### src/rtl/acc_cpu_sequencer.sv
`default_nettype none
// ============================================================================
// Module      : acc_cpu_sequencer
// Description : Multi-cycle control unit for a 4-bit accumulator CPU.
//               Fetches 8-bit instructions ({opcode, imm}) over a req/valid
//               handshake, holds PC / IR / ACC / zero flag, drives an
//               external combinational ALU and sequences
//               IDLE -> FETCH -> DECODE -> EXECUTE -> (FETCH | HALT).
// Ports       : clk, rst          - clock (rising edge), sync active-high reset
//               start             - leave IDLE and begin fetching at PC
//               imem_addr/req     - instruction address (= PC), fetch request
//               imem_data/valid   - returned instruction, valid qualifier
//               alu_acc/imm/opcode- ALU operands (ACC, IR[3:0], IR[7:4])
//               alu_result        - ALU combinational result
//               acc, zero         - accumulator and zero flag
//               out_data/valid    - output-port register and write pulse
//               busy, halted      - status flags
// Revision    : 1.0 - initial release
// ============================================================================
module acc_cpu_sequencer #(
    parameter int ADDR_W = 4
) (
    input  logic              clk,
    input  logic              rst,
    input  logic              start,
    output logic [ADDR_W-1:0] imem_addr,
    output logic              imem_req,
    input  logic [7:0]        imem_data,
    input  logic              imem_valid,
    output logic [3:0]        alu_acc,
    output logic [3:0]        alu_imm,
    output logic [3:0]        alu_opcode,
    input  logic [3:0]        alu_result,
    output logic [3:0]        acc,
    output logic              zero,
    output logic [3:0]        out_data,
    output logic              out_valid,
    output logic              busy,
    output logic              halted
);

    typedef enum logic [2:0] {
        S_IDLE    = 3'd0,
        S_FETCH   = 3'd1,
        S_DECODE  = 3'd2,
        S_EXECUTE = 3'd3,
        S_HALT    = 3'd4
    } state_t;

    localparam logic [3:0] OP_LDI = 4'h1;
    localparam logic [3:0] OP_ADD = 4'h2;
    localparam logic [3:0] OP_SUB = 4'h3;
    localparam logic [3:0] OP_AND = 4'h4;
    localparam logic [3:0] OP_OR  = 4'h5;
    localparam logic [3:0] OP_JMP = 4'h6;
    localparam logic [3:0] OP_JZ  = 4'h7;
    localparam logic [3:0] OP_OUT = 4'h8;
    localparam logic [3:0] OP_HLT = 4'hF;

    state_t            state_q, state_d;
    logic [ADDR_W-1:0] pc_q;
    logic [7:0]        ir_q;
    logic [3:0]        acc_q;
    logic              zero_q;
    logic [3:0]        out_data_q;
    logic              out_valid_q;
    logic              imem_req_q;
    logic              busy_q;
    logic              halted_q;

    logic [3:0]        w_op;
    logic [3:0]        w_imm;
    logic [ADDR_W-1:0] w_pc_inc;
    logic [ADDR_W-1:0] w_pc_imm;
    logic              w_fetch_done;

    assign w_op         = ir_q[7:4];
    assign w_imm        = ir_q[3:0];
    assign w_pc_inc     = pc_q + ADDR_W'(1);
    assign w_pc_imm     = ADDR_W'(w_imm);
    // imem_req_q is high exactly in FETCH, so valid is only honoured there.
    assign w_fetch_done = imem_req_q && imem_valid;

    always_comb begin
        state_d = state_q;
        case (state_q)
            S_IDLE:    if (start) state_d = S_FETCH;
            S_FETCH:   if (w_fetch_done) state_d = S_DECODE;
            S_DECODE:  state_d = S_EXECUTE;
            S_EXECUTE: state_d = (w_op == OP_HLT) ? S_HALT : S_FETCH;
            S_HALT:    state_d = S_HALT;
            default:   state_d = S_IDLE;
        endcase
    end

    always_ff @(posedge clk) begin
        if (rst) begin
            state_q     <= S_IDLE;
            pc_q        <= '0;
            ir_q        <= '0;
            acc_q       <= '0;
            zero_q      <= 1'b0;
            out_data_q  <= '0;
            out_valid_q <= 1'b0;
            imem_req_q  <= 1'b0;
            busy_q      <= 1'b0;
            halted_q    <= 1'b0;
        end else begin
            state_q     <= state_d;
            // Status outputs are registered from the next state so they line
            // up with state_q in every cycle.
            imem_req_q  <= (state_d == S_FETCH);
            busy_q      <= (state_d == S_FETCH) || (state_d == S_DECODE) ||
                           (state_d == S_EXECUTE);
            halted_q    <= (state_d == S_HALT);
            out_valid_q <= 1'b0;

            if (state_q == S_FETCH && w_fetch_done) begin
                ir_q <= imem_data;
            end

            if (state_q == S_EXECUTE) begin
                case (w_op)
                    OP_LDI: begin
                        acc_q  <= w_imm;
                        zero_q <= (w_imm == 4'h0);
                        pc_q   <= w_pc_inc;
                    end
                    OP_ADD, OP_SUB, OP_AND, OP_OR: begin
                        acc_q  <= alu_result;
                        zero_q <= (alu_result == 4'h0);
                        pc_q   <= w_pc_inc;
                    end
                    OP_JMP: pc_q <= w_pc_imm;
                    // zero_q still holds the flag from before this instruction.
                    OP_JZ:  pc_q <= zero_q ? w_pc_imm : w_pc_inc;
                    OP_OUT: begin
                        out_data_q  <= acc_q;
                        out_valid_q <= 1'b1;
                        pc_q        <= w_pc_inc;
                    end
                    OP_HLT: pc_q <= pc_q;
                    default: pc_q <= w_pc_inc;   // NOP and 0x9-0xE
                endcase
            end
        end
    end

    assign imem_addr  = pc_q;
    assign imem_req   = imem_req_q;
    assign alu_acc    = acc_q;
    assign alu_imm    = w_imm;
    assign alu_opcode = w_op;
    assign acc        = acc_q;
    assign zero       = zero_q;
    assign out_data   = out_data_q;
    assign out_valid  = out_valid_q;
    assign busy       = busy_q;
    assign halted     = halted_q;

endmodule
`default_nettype wire

### config.mk
export PLATFORM = sky130hd
export DESIGN_NAME = acc_cpu_sequencer
export DESIGN_NICKNAME = d
export VERILOG_FILES = /design/src/rtl/acc_cpu_sequencer.sv
export SDC_FILE = /design/constraint.sdc
export NUM_CORES = 1
export LEC_CHECK = 0
export ABC_AREA = 0
export CORE_AREA = 8 8 102 58
export CTS_BUF_LIST = sky130_fd_sc_hd__clkbuf_8
export DETAILED_ROUTE_END_ITERATION = 10
export DIE_AREA = 0 0 110 66
export PLACE_DENSITY = 0.6
export SLEW_MARGIN = 40
export SYNTH_ARGS = -nofsm -noshare
export SYNTH_HDL_FRONTEND = slang
export SYNTH_SLANG_ARGS = --single-unit
### constraint.sdc
create_clock -name clk -period 2.9 [get_ports clk]
set_clock_uncertainty 0.05 [all_clocks]
set_input_delay 0.725 -clock clk [delete_from_list [all_inputs] [get_ports clk]]
set_output_delay 0.725 -clock clk [all_outputs]
set_load 0.02 [all_outputs]
==> flow_metrics.tcl, run 1 <==
set metrics [dict create \
    syn-num-nets 156 \
    hp-class "reg -> reg" \
    cts-root-buf "clkbuf_8" \
    clockBufferDepth 2 \
    cts_setup_buffers 0 \
    dieArea_sq_um 7260 \
    min_period_ns 2.32 \
    busiest_layer "met1" \
    setup_tns_ns 0 \
    synth_edf_count 0 \
    io_buffers 44 \
    grt_max_degree 18 \
    period_share 0.799 \
    die_y_um 66 \
    die_w_um 110 \
    timing.final.hold_violations 0 \
    grt_pass1_wl_mm 5.17 \
    critPathCaptureType "output port" \
    holdPathEnd "out_data[2]" \
    ys_ff_latch 28 \
    cap_violations 0 \
    cts_max_level 1 \
    grt_antenna_before_repair 0 \
    layout-area-overhead-vs-synth_pct 39.8 \
    crit_required_ns 2.12 \
    ant_nets 0 \
    p_per_area_nw_per_um2 398 \
    ys.flop_type "dfxtp_1" \
    intPower_mw 0.552 \
    clockPowerShare 0.335 \
    dp_cells 233 \
    clkSinkCount 28 \
    cp-start-kind "flop" \
    cts_resized 0 \
    grt_use_met3 0.0486 \
    start_util 0.279 \
    comb_power_share 0.100 \
    path_class "reg -> out" \
    min_from "out_data[2]" \
    num_antenna_cells 0 \
    vdd_drop_max_uv 206 \
    cp_max_fo 11 \
    worstReg2RegEnd "acc[2]" \
    drt-vias-per-instance 4.57 \
    yosys-top-cells-area "dfxtp_1 44%, mux2i_1 13%, nor2_1 6.2%" \
    syn_inst 139 \
    insertion_delay_ns 0.27 \
    p_seq_frac 0.565 \
    hold_depth 2 \
    vias 1083 \
    p_total_mw 0.711 \
    io_pins 45 \
    drive_gt1_frac 0.0791 \
    ys_warn_count 0 \
    p_sw_mw 0.159 \
    grt_util_all_layers 0.0902 \
    worstMarginPinSlew_ns 0.530 \
    postRouteWirelength_mm 3.27 \
    wire_per_inst_um 13.8 \
    synth_top_area_share 0.439 \
    rr_startpoint "state_q[1]" \
    r2r.worst_path.cells 4 \
    p_sw_frac 0.224 \
    max_slew_margin 0.646 \
    path_cells "clkdlybuf4s50_1" \
    timing.critical_path.slowest_cell_delay_ns 0.70 \
    clk_pin_slew_worst_paths_ns 0.09 \
    place_congestion 0.774 \
    tritoncts "built" \
    postSynthAreaPerCell_sq_um 9.19 \
    layoutNonFillerInstCount 237 \
    leakagePower_nw 0.612 \
    drt-pass1-iter-count 4 \
    grt_use_met1 0.132 \
    setup_viol 0 \
    first_global_vias 1012 \
    grt_overflow 0 \
    postLayoutCoreUtil 0.391 \
    rows 18 \
    cp_top_family "buffers and inverters" \
    synth_commonest_cells "28 x dfxtp_1, 21 x nor2_1, 16 x mux2i_1" \
    r2r_setup_slack_ns 1.27 \
    cp_slowest_cell "clkdlybuf4s50_1" \
    yosysMostFrequentCell "dfxtp_1" \
    use_met2 0.114 \
    ys_types 34 \
    dp_hpwl_mm 2.61 \
    layout.nets 195 \
    async_flop_share 0 \
    ctsHoldBuffers 0 \
    max_freq_mhz 432 \
    worstPathArrival_ns 1.54 \
    first_iter_violations 82 \
    drc 0 \
    cts_buffers 3 \
    rsz0062_at_grt "false" \
    synth_top_area_cell "dfxtp_1" \
    synth_seq_area_share 0.439 \
    slew_viol_final 0 \
    synth_area_sq_um 1280 \
    critical_path_buf_inv_count 1 \
    core_area_sq_um 4570 \
    outcome "finished, final reports clean" \
]
==> power by group through the flow <==
stage	logic [mW]	clock network, mW	registers, mW
finish	0.0711	0.238	0.401
global placement	0.0714	0	0.410
CTS	0.0719	0.244	0.401
detailed placement	0.0716	0	0.410
global route	0.0773	0.260	0.403
floorplan	0.0285	0	0.413
==> worst max path at each step <==
stage                           from             to  slack (ns)  depth (start not counted)
final                        ir_q[7]  alu_opcode[3]        0.58                          1
after global routing         ir_q[7]  alu_opcode[3]        0.51                          1
after CTS                    ir_q[7]  alu_opcode[3]        0.56                          1
after detailed placement  imem_valid        ir_q[5]        0.68                          5
after global placement    imem_valid        ir_q[7]        0.72                          5
after floorplan           imem_valid        ir_q[7]        1.29                          4
==> layer usage <==
metal | wire length, um | up-vias | share of wire
li1 | - | 561 | -
met1 | 1800 | 487 | 0.55
met2 | 1120 | 33 | 0.34
met3 | 335 | 2 | 0.10
met4 | 8 | 0 | 0.0024
met5 | 0 | - | 0
==> kinds of logic after synthesis <==
kind of cell,after synthesis,synth area share
DFF,28,0.439
and+or+nand+nor,56,0.234
AOI/OAI and AO/OA,23,0.121
muxes,16,0.125
xor gates and xnor gates,1,0.00686
adders and majority gates,1,0.00979
buffers and inverters,14,0.0637
==> flip-flops by register name (all words and copies together), names as in the netlist <==
name / flops
state_q: 3
busy: 1
ir_q: 8
halted: 1
out_data: 4
imem_addr: 4
out_valid: 1
acc: 4
imem_req: 1
zero: 1
==> layout make-up <==
cell class | count | area [sq um]
Clock buffer | 4 | 55.1
Fill cell | 479 | 2790
Inverter | 3 | 11.3
Multi-Input combinational cell | 97 | 636
Sequential cell | 28 | 561
Tap cell | 60 | 75.1
Timing Repair Buffer | 45 | 448
==> cells in the final DEF (no fill, tap or decap), drive strengths merged, types with 3 or more instances in the layout <==
cell type	Yosys	routed
nand2	8	8
inv	3	3
clkdlybuf4s50	0	44
a21oi	4	4
nor3	6	6
nand3	3	3
nor2b	3	3
clkbuf	2	4
dfxtp	28	28
o21ai	7	7
a311oi	4	4
nor2	26	26
mux2i	16	16
==> stage by stage <==
stage               setup WS (ns)  cell area (sq um)  hold slack [ns]
detailed placement          0.678               1730            0.434
global placement            0.722               1730            0.431
CTS                         0.562               1790            0.457
floorplan                    1.29               1280            0.466
finish                      0.584               1790            0.450
global route                0.508               1790            0.485
(Power assumes the default switching activity.)
==> inputs of run 2 (changes only) <==
--- a/config.mk
+++ b/config.mk
@@ -10,7 +10,7 @@
 export CTS_BUF_LIST = sky130_fd_sc_hd__clkbuf_8
 export DETAILED_ROUTE_END_ITERATION = 10
 export DIE_AREA = 0 0 110 66
-export PLACE_DENSITY = 0.6
+export PLACE_DENSITY = 0.62
 export SLEW_MARGIN = 40
 export SYNTH_ARGS = -nofsm -noshare
 export SYNTH_HDL_FRONTEND = slang
==> constraint.sdc (replaced) <==
create_clock -name clk -period 2 [get_ports clk]
set_clock_uncertainty 0.05 [all_clocks]
set_input_delay 0.5 -clock clk [delete_from_list [all_inputs] [get_ports clk]]
set_output_delay 0.5 -clock clk [all_outputs]
set_load 0.02 [all_outputs]
==> flow_metrics.tcl, run 2 (same netlist as run 1, synthesis figures left out) <==
set metrics [dict create \
    dieArea_sq_um 7260 \
    clockBufferDepth 2 \
    layout_common_cells "41 x clkdlybuf4s50_1, 28 x dfxtp_1, 21 x nor2_1" \
    p_per_area_nw_per_um2 564 \
    layout_commonest_cell "clkdlybuf4s50_1" \
    regMostFlops "ir_q" \
    setup_tns_ns 0 \
    drive_gt1_frac 0.0944 \
    io_pins 45 \
    ctsHoldBuffers 0 \
    cp_top_family "buffers and inverters" \
    num_antenna_cells 0 \
    dp_hpwl_mm 2.67 \
    die_w_um 110 \
    slew_viol_final 0 \
    start_util 0.279 \
    max_slew_margin 0.725 \
    vias 1098 \
    min_period_ns 1.93 \
    drt-pass1-iter-count 4 \
    path_cells "clkdlybuf4s50_1" \
    min_from "out_data[1]" \
    place_congestion 0.775 \
    p_total_mw 1.03 \
    crit_required_ns 1.45 \
    drc 0 \
    rsz0062_at_grt "false" \
    outcome "finished, final reports clean" \
    path_class "reg -> out" \
    insertion_delay_ns 0.27 \
    rr_startpoint "state_q[1]" \
    clkSinkCount 28 \
    wire_per_inst_um 13.7 \
    cts_buffers 3 \
    largest_register_ffs 8 \
    die_y_um 66 \
    layout.nets 198 \
    period_share 0.965 \
    timing.critical_path.slowest_cell_delay_ns 0.66 \
    timing.final.hold_violations 0 \
    vdd_drop_max_uv 239 \
    clk_pin_slew_worst_paths_ns 0.09 \
    first_iter_violations 86 \
    ant_nets 0 \
    io_buffers 44 \
    grt_pass1_wl_mm 5.30 \
    drt-vias-per-instance 4.58 \
    hold_ws_ns 0.449 \
    grt_overflow 0 \
    hp-class "reg -> reg" \
    grt_util_all_layers 0.0950 \
    startpoint "ir_q[1]" \
    cts_max_level 1 \
    worstMarginPinSlew_ns 0.412 \
    worstPathArrival_ns 1.38 \
    critical_path_buf_inv_count 1 \
    cp_max_fo 5 \
    rows 18 \
    layout-area-overhead-vs-synth_pct 43.1 \
    cp_slowest_cell "clkdlybuf4s50_1" \
    tritoncts "built" \
    leakagePower_nw 0.686 \
    cap_violations 0 \
    core_area_sq_um 4570 \
    max_freq_mhz 518 \
    grt_max_degree 17 \
    cts_setup_buffers 0 \
    critPathCaptureType "output port" \
    cts-root-buf "clkbuf_8" \
    grt_antenna_before_repair 0 \
    setup_viol 0 \
    first_global_vias 1070 \
    postRouteWirelength_mm 3.29 \
    cp-start-kind "flop" \
]
[run 2: power by group]
part	total (mW)	internal, mW	switching, mW
Combinational	0.110	0.0605	0.0492
Sequential	0.580	0.567	0.0129
Clock	0.342	0.176	0.166
Total	1.03	0.804	0.228
[run 2: cell type report]
type | count | area, sq um
fillers | 476 | 2740
inverters | 3 | 11.3
well taps | 60 | 75.1
clock buffers | 4 | 55.1
repair buffers | 48 | 490
multi-input cells | 97 | 636
flip-flops and latches | 28 | 561
[run 2: repair_timing]
item	4_1_cts	5_1_grt
resized for setup	0	3
hold endpoints to repair	0	0
setup endpoints to repair	0	3
[run 2: routing by layer]
metal  wire (um)  track usage
met5           0            0
met4          29       0.0250
met3         351       0.0545
met2        1260        0.126
met1        1650        0.127
[run 2: through the flow]
step | utilization | setup WS, ns | area (sq um) | instances
2_1_floorplan | - | 0.519 | 1280 | 139
5_1_grt | 0.400 | 0.00115 | 1830 | 240
3_5_place_dp | 0.386 | 0.168 | 1770 | 236
6_report | 0.400 | 0.0696 | 1830 | 240
3_3_place_gp | 0.386 | 0.187 | 1770 | 236
4_1_cts | 0.398 | 0.00385 | 1820 | 240
[run 2: worst paths after layout]
check / end / cells after the start / slack [ns]
worst max-delay path: alu_imm[1] / 1 / 0.07
worst min-delay path: out_data[1] / 2 / 0.45
worst max register to register: acc[3] / 4 / 0.36
worst min register to register: out_data[1] / 2 / 0.45
==> inputs of run 3 (changes only) <==
--- a/config.mk
+++ b/config.mk
@@ -6,11 +6,13 @@
 export NUM_CORES = 1
 export LEC_CHECK = 0
 export ABC_AREA = 0
-export CORE_AREA = 8 8 102 58
+export CELL_PAD_IN_SITES_DETAIL_PLACEMENT = 1
+export CELL_PAD_IN_SITES_GLOBAL_PLACEMENT = 1
+export CORE_AREA = 2 2 96 52
 export CTS_BUF_LIST = sky130_fd_sc_hd__clkbuf_8
 export DETAILED_ROUTE_END_ITERATION = 10
-export DIE_AREA = 0 0 110 66
-export PLACE_DENSITY = 0.62
+export DIE_AREA = 0 0 98 54
+export PLACE_DENSITY = 0.78
 export SLEW_MARGIN = 40
 export SYNTH_ARGS = -nofsm -noshare
 export SYNTH_HDL_FRONTEND = slang
==> flow_metrics.tcl, run 3 (same netlist as run 1, synthesis figures left out) <==
set metrics [dict create \
    p_sw_frac 0.231 \
    hold_depth 2 \
    dp_hpwl_mm 2.80 \
    worstPathArrival_ns 1.38 \
    vdd_drop_max_uv 239 \
    cp_slowest_cell "clkdlybuf4s50_1" \
    tritoncts "built" \
    cp-start-kind "flop" \
    clk_pin_slew_worst_paths_ns 0.09 \
    grt_max_degree 19 \
    die_w_um 98 \
    min_period_ns 1.93 \
    num_antenna_cells 0 \
    r2r.worst_path.cells 4 \
    largest_register_ffs 8 \
    place_congestion 0.769 \
    critPathCaptureType "output port" \
    drc 0 \
    setup_viol 0 \
    p_per_area_nw_per_um2 570 \
    dp_slack_ns 0.137 \
    comb_power_share 0.107 \
    clockBufferDepth 2 \
    path_cells "clkdlybuf4s50_1" \
    dp_cells 238 \
    max_freq_mhz 518 \
    cts-root-buf "clkbuf_8" \
    grt_pass1_wl_mm 5.78 \
    clockPowerShare 0.338 \
    regMostFlops "ir_q" \
    layout_common_cells "42 x clkdlybuf4s50_1, 27 x dfxtp_1, 21 x nor2_1" \
    layoutNonFillerInstCount 242 \
    wire_per_inst_um 14.5 \
    layout-area-overhead-vs-synth_pct 43.9 \
    grt_overflow 0 \
    cts_max_level 1 \
    fin_ws_ns 0.0707 \
    hold_ws_ns 0.451 \
    io_buffers 44 \
    io_pins 45 \
    worstMarginPinSlew_ns 0.425 \
    ant_nets 0 \
    cp_top_family "buffers and inverters" \
    period_share 0.965 \
    core_area_sq_um 4570 \
    p_seq_frac 0.554 \
    ctsHoldBuffers 0 \
    path_class "reg -> out" \
    die_y_um 54 \
    insertion_delay_ns 0.28 \
    vias 1143 \
    path_depth 1 \
    fillCellCount 544 \
    leakagePower_nw 0.665 \
    layout_commonest_cell "clkdlybuf4s50_1" \
    dieArea_sq_um 5290 \
    cp_max_fo 5 \
    cts_buffers 3 \
    hp-class "reg -> reg" \
    grt_util_all_layers 0.142 \
    rows 18 \
    cap_violations 0 \
    critical_path_buf_inv_count 1 \
    timing.final.hold_violations 0 \
    p_sw_mw 0.242 \
    drt-vias-per-instance 4.72 \
    crit_required_ns 1.45 \
    timing.critical_path.slowest_cell_delay_ns 0.65 \
    start_util 0.279 \
    intPower_mw 0.806 \
    clkSinkCount 28 \
    setup_tns_ns 0 \
    rsz0062_at_grt "false" \
    layout.nets 200 \
    grt_antenna_before_repair 0 \
    slew_viol_final 0 \
    drive_gt1_frac 0.110 \
    drt-pass1-iter-count 4 \
    max_slew_margin 0.717 \
    first_iter_violations 22 \
    first_global_vias 1120 \
    postRouteWirelength_mm 3.52 \
    outcome "finished, final reports clean" \
]
[run 3: cell types whose count changed in the layout (fill, tap and decap cells not counted), sizes merged]
cell           delta
dlygate4sd2       +1
clkdlybuf4s50     +1
dlymetal6s2s      -2
buf               +2
[run 3: worst paths after layout]
check | slack, ns | startpoint | end
max | 0.07 | ir_q[0] | alu_imm[0]
min reg2reg | 0.45 | imem_addr[3] | imem_addr[3]
min | 0.45 | imem_addr[3] | imem_addr[3]
max reg2reg | 0.30 | state_q[1] | zero
[run 3: metrics by stage]
stage               cell area [sq um]  power (mW)  utilization
floorplan                        1280       0.640            -
global placement                 1780       0.705        0.389
detailed placement               1780       0.707        0.389
CTS                              1840        1.06        0.401
global route                     1840        1.09        0.402
finish                           1840        1.05        0.402
[run 3: area by class of cell]
| type | instances | area (sq um) | share of cell area |
|---|---|---|---|
| clock buffers | 4 | 55.1 | 0.0300 |
| well taps | 60 | 75.1 | 0.0408 |
| multi-input cells | 97 | 636 | 0.346 |
| repair buffers | 50 | 499 | 0.272 |
| flip-flops and latches | 28 | 562 | 0.306 |
| inverters | 3 | 11.3 | 0.00613 |
[run 3: per-layer routing]
metal / share of wire / vias to the layer above / wire length, um / GRT usage
li1: - / 570 / - / -
met1: 0.57 / 537 / 2020 / 0.216
met2: 0.36 / 33 / 1260 / 0.192
met3: 0.060 / 3 / 212 / 0.0468
met4: 0.0068 / 0 / 24 / 0.0278
met5: 0 / - / 0 / 0
[run 3: power by group through the flow]
stage | Combinational (mW) | Clock [mW] | Sequential [mW]
floorplan | 0.0414 | 0 | 0.599
finish | 0.112 | 0.354 | 0.581
detailed placement | 0.114 | 0 | 0.594
global placement | 0.112 | 0 | 0.593
global route | 0.123 | 0.387 | 0.583
CTS | 0.114 | 0.369 | 0.581
[run 3: repair_timing]
action,CTS,global route
gates resized for setup,2,1
endpoints found under the setup margin,2,1
buffers inserted,0,0
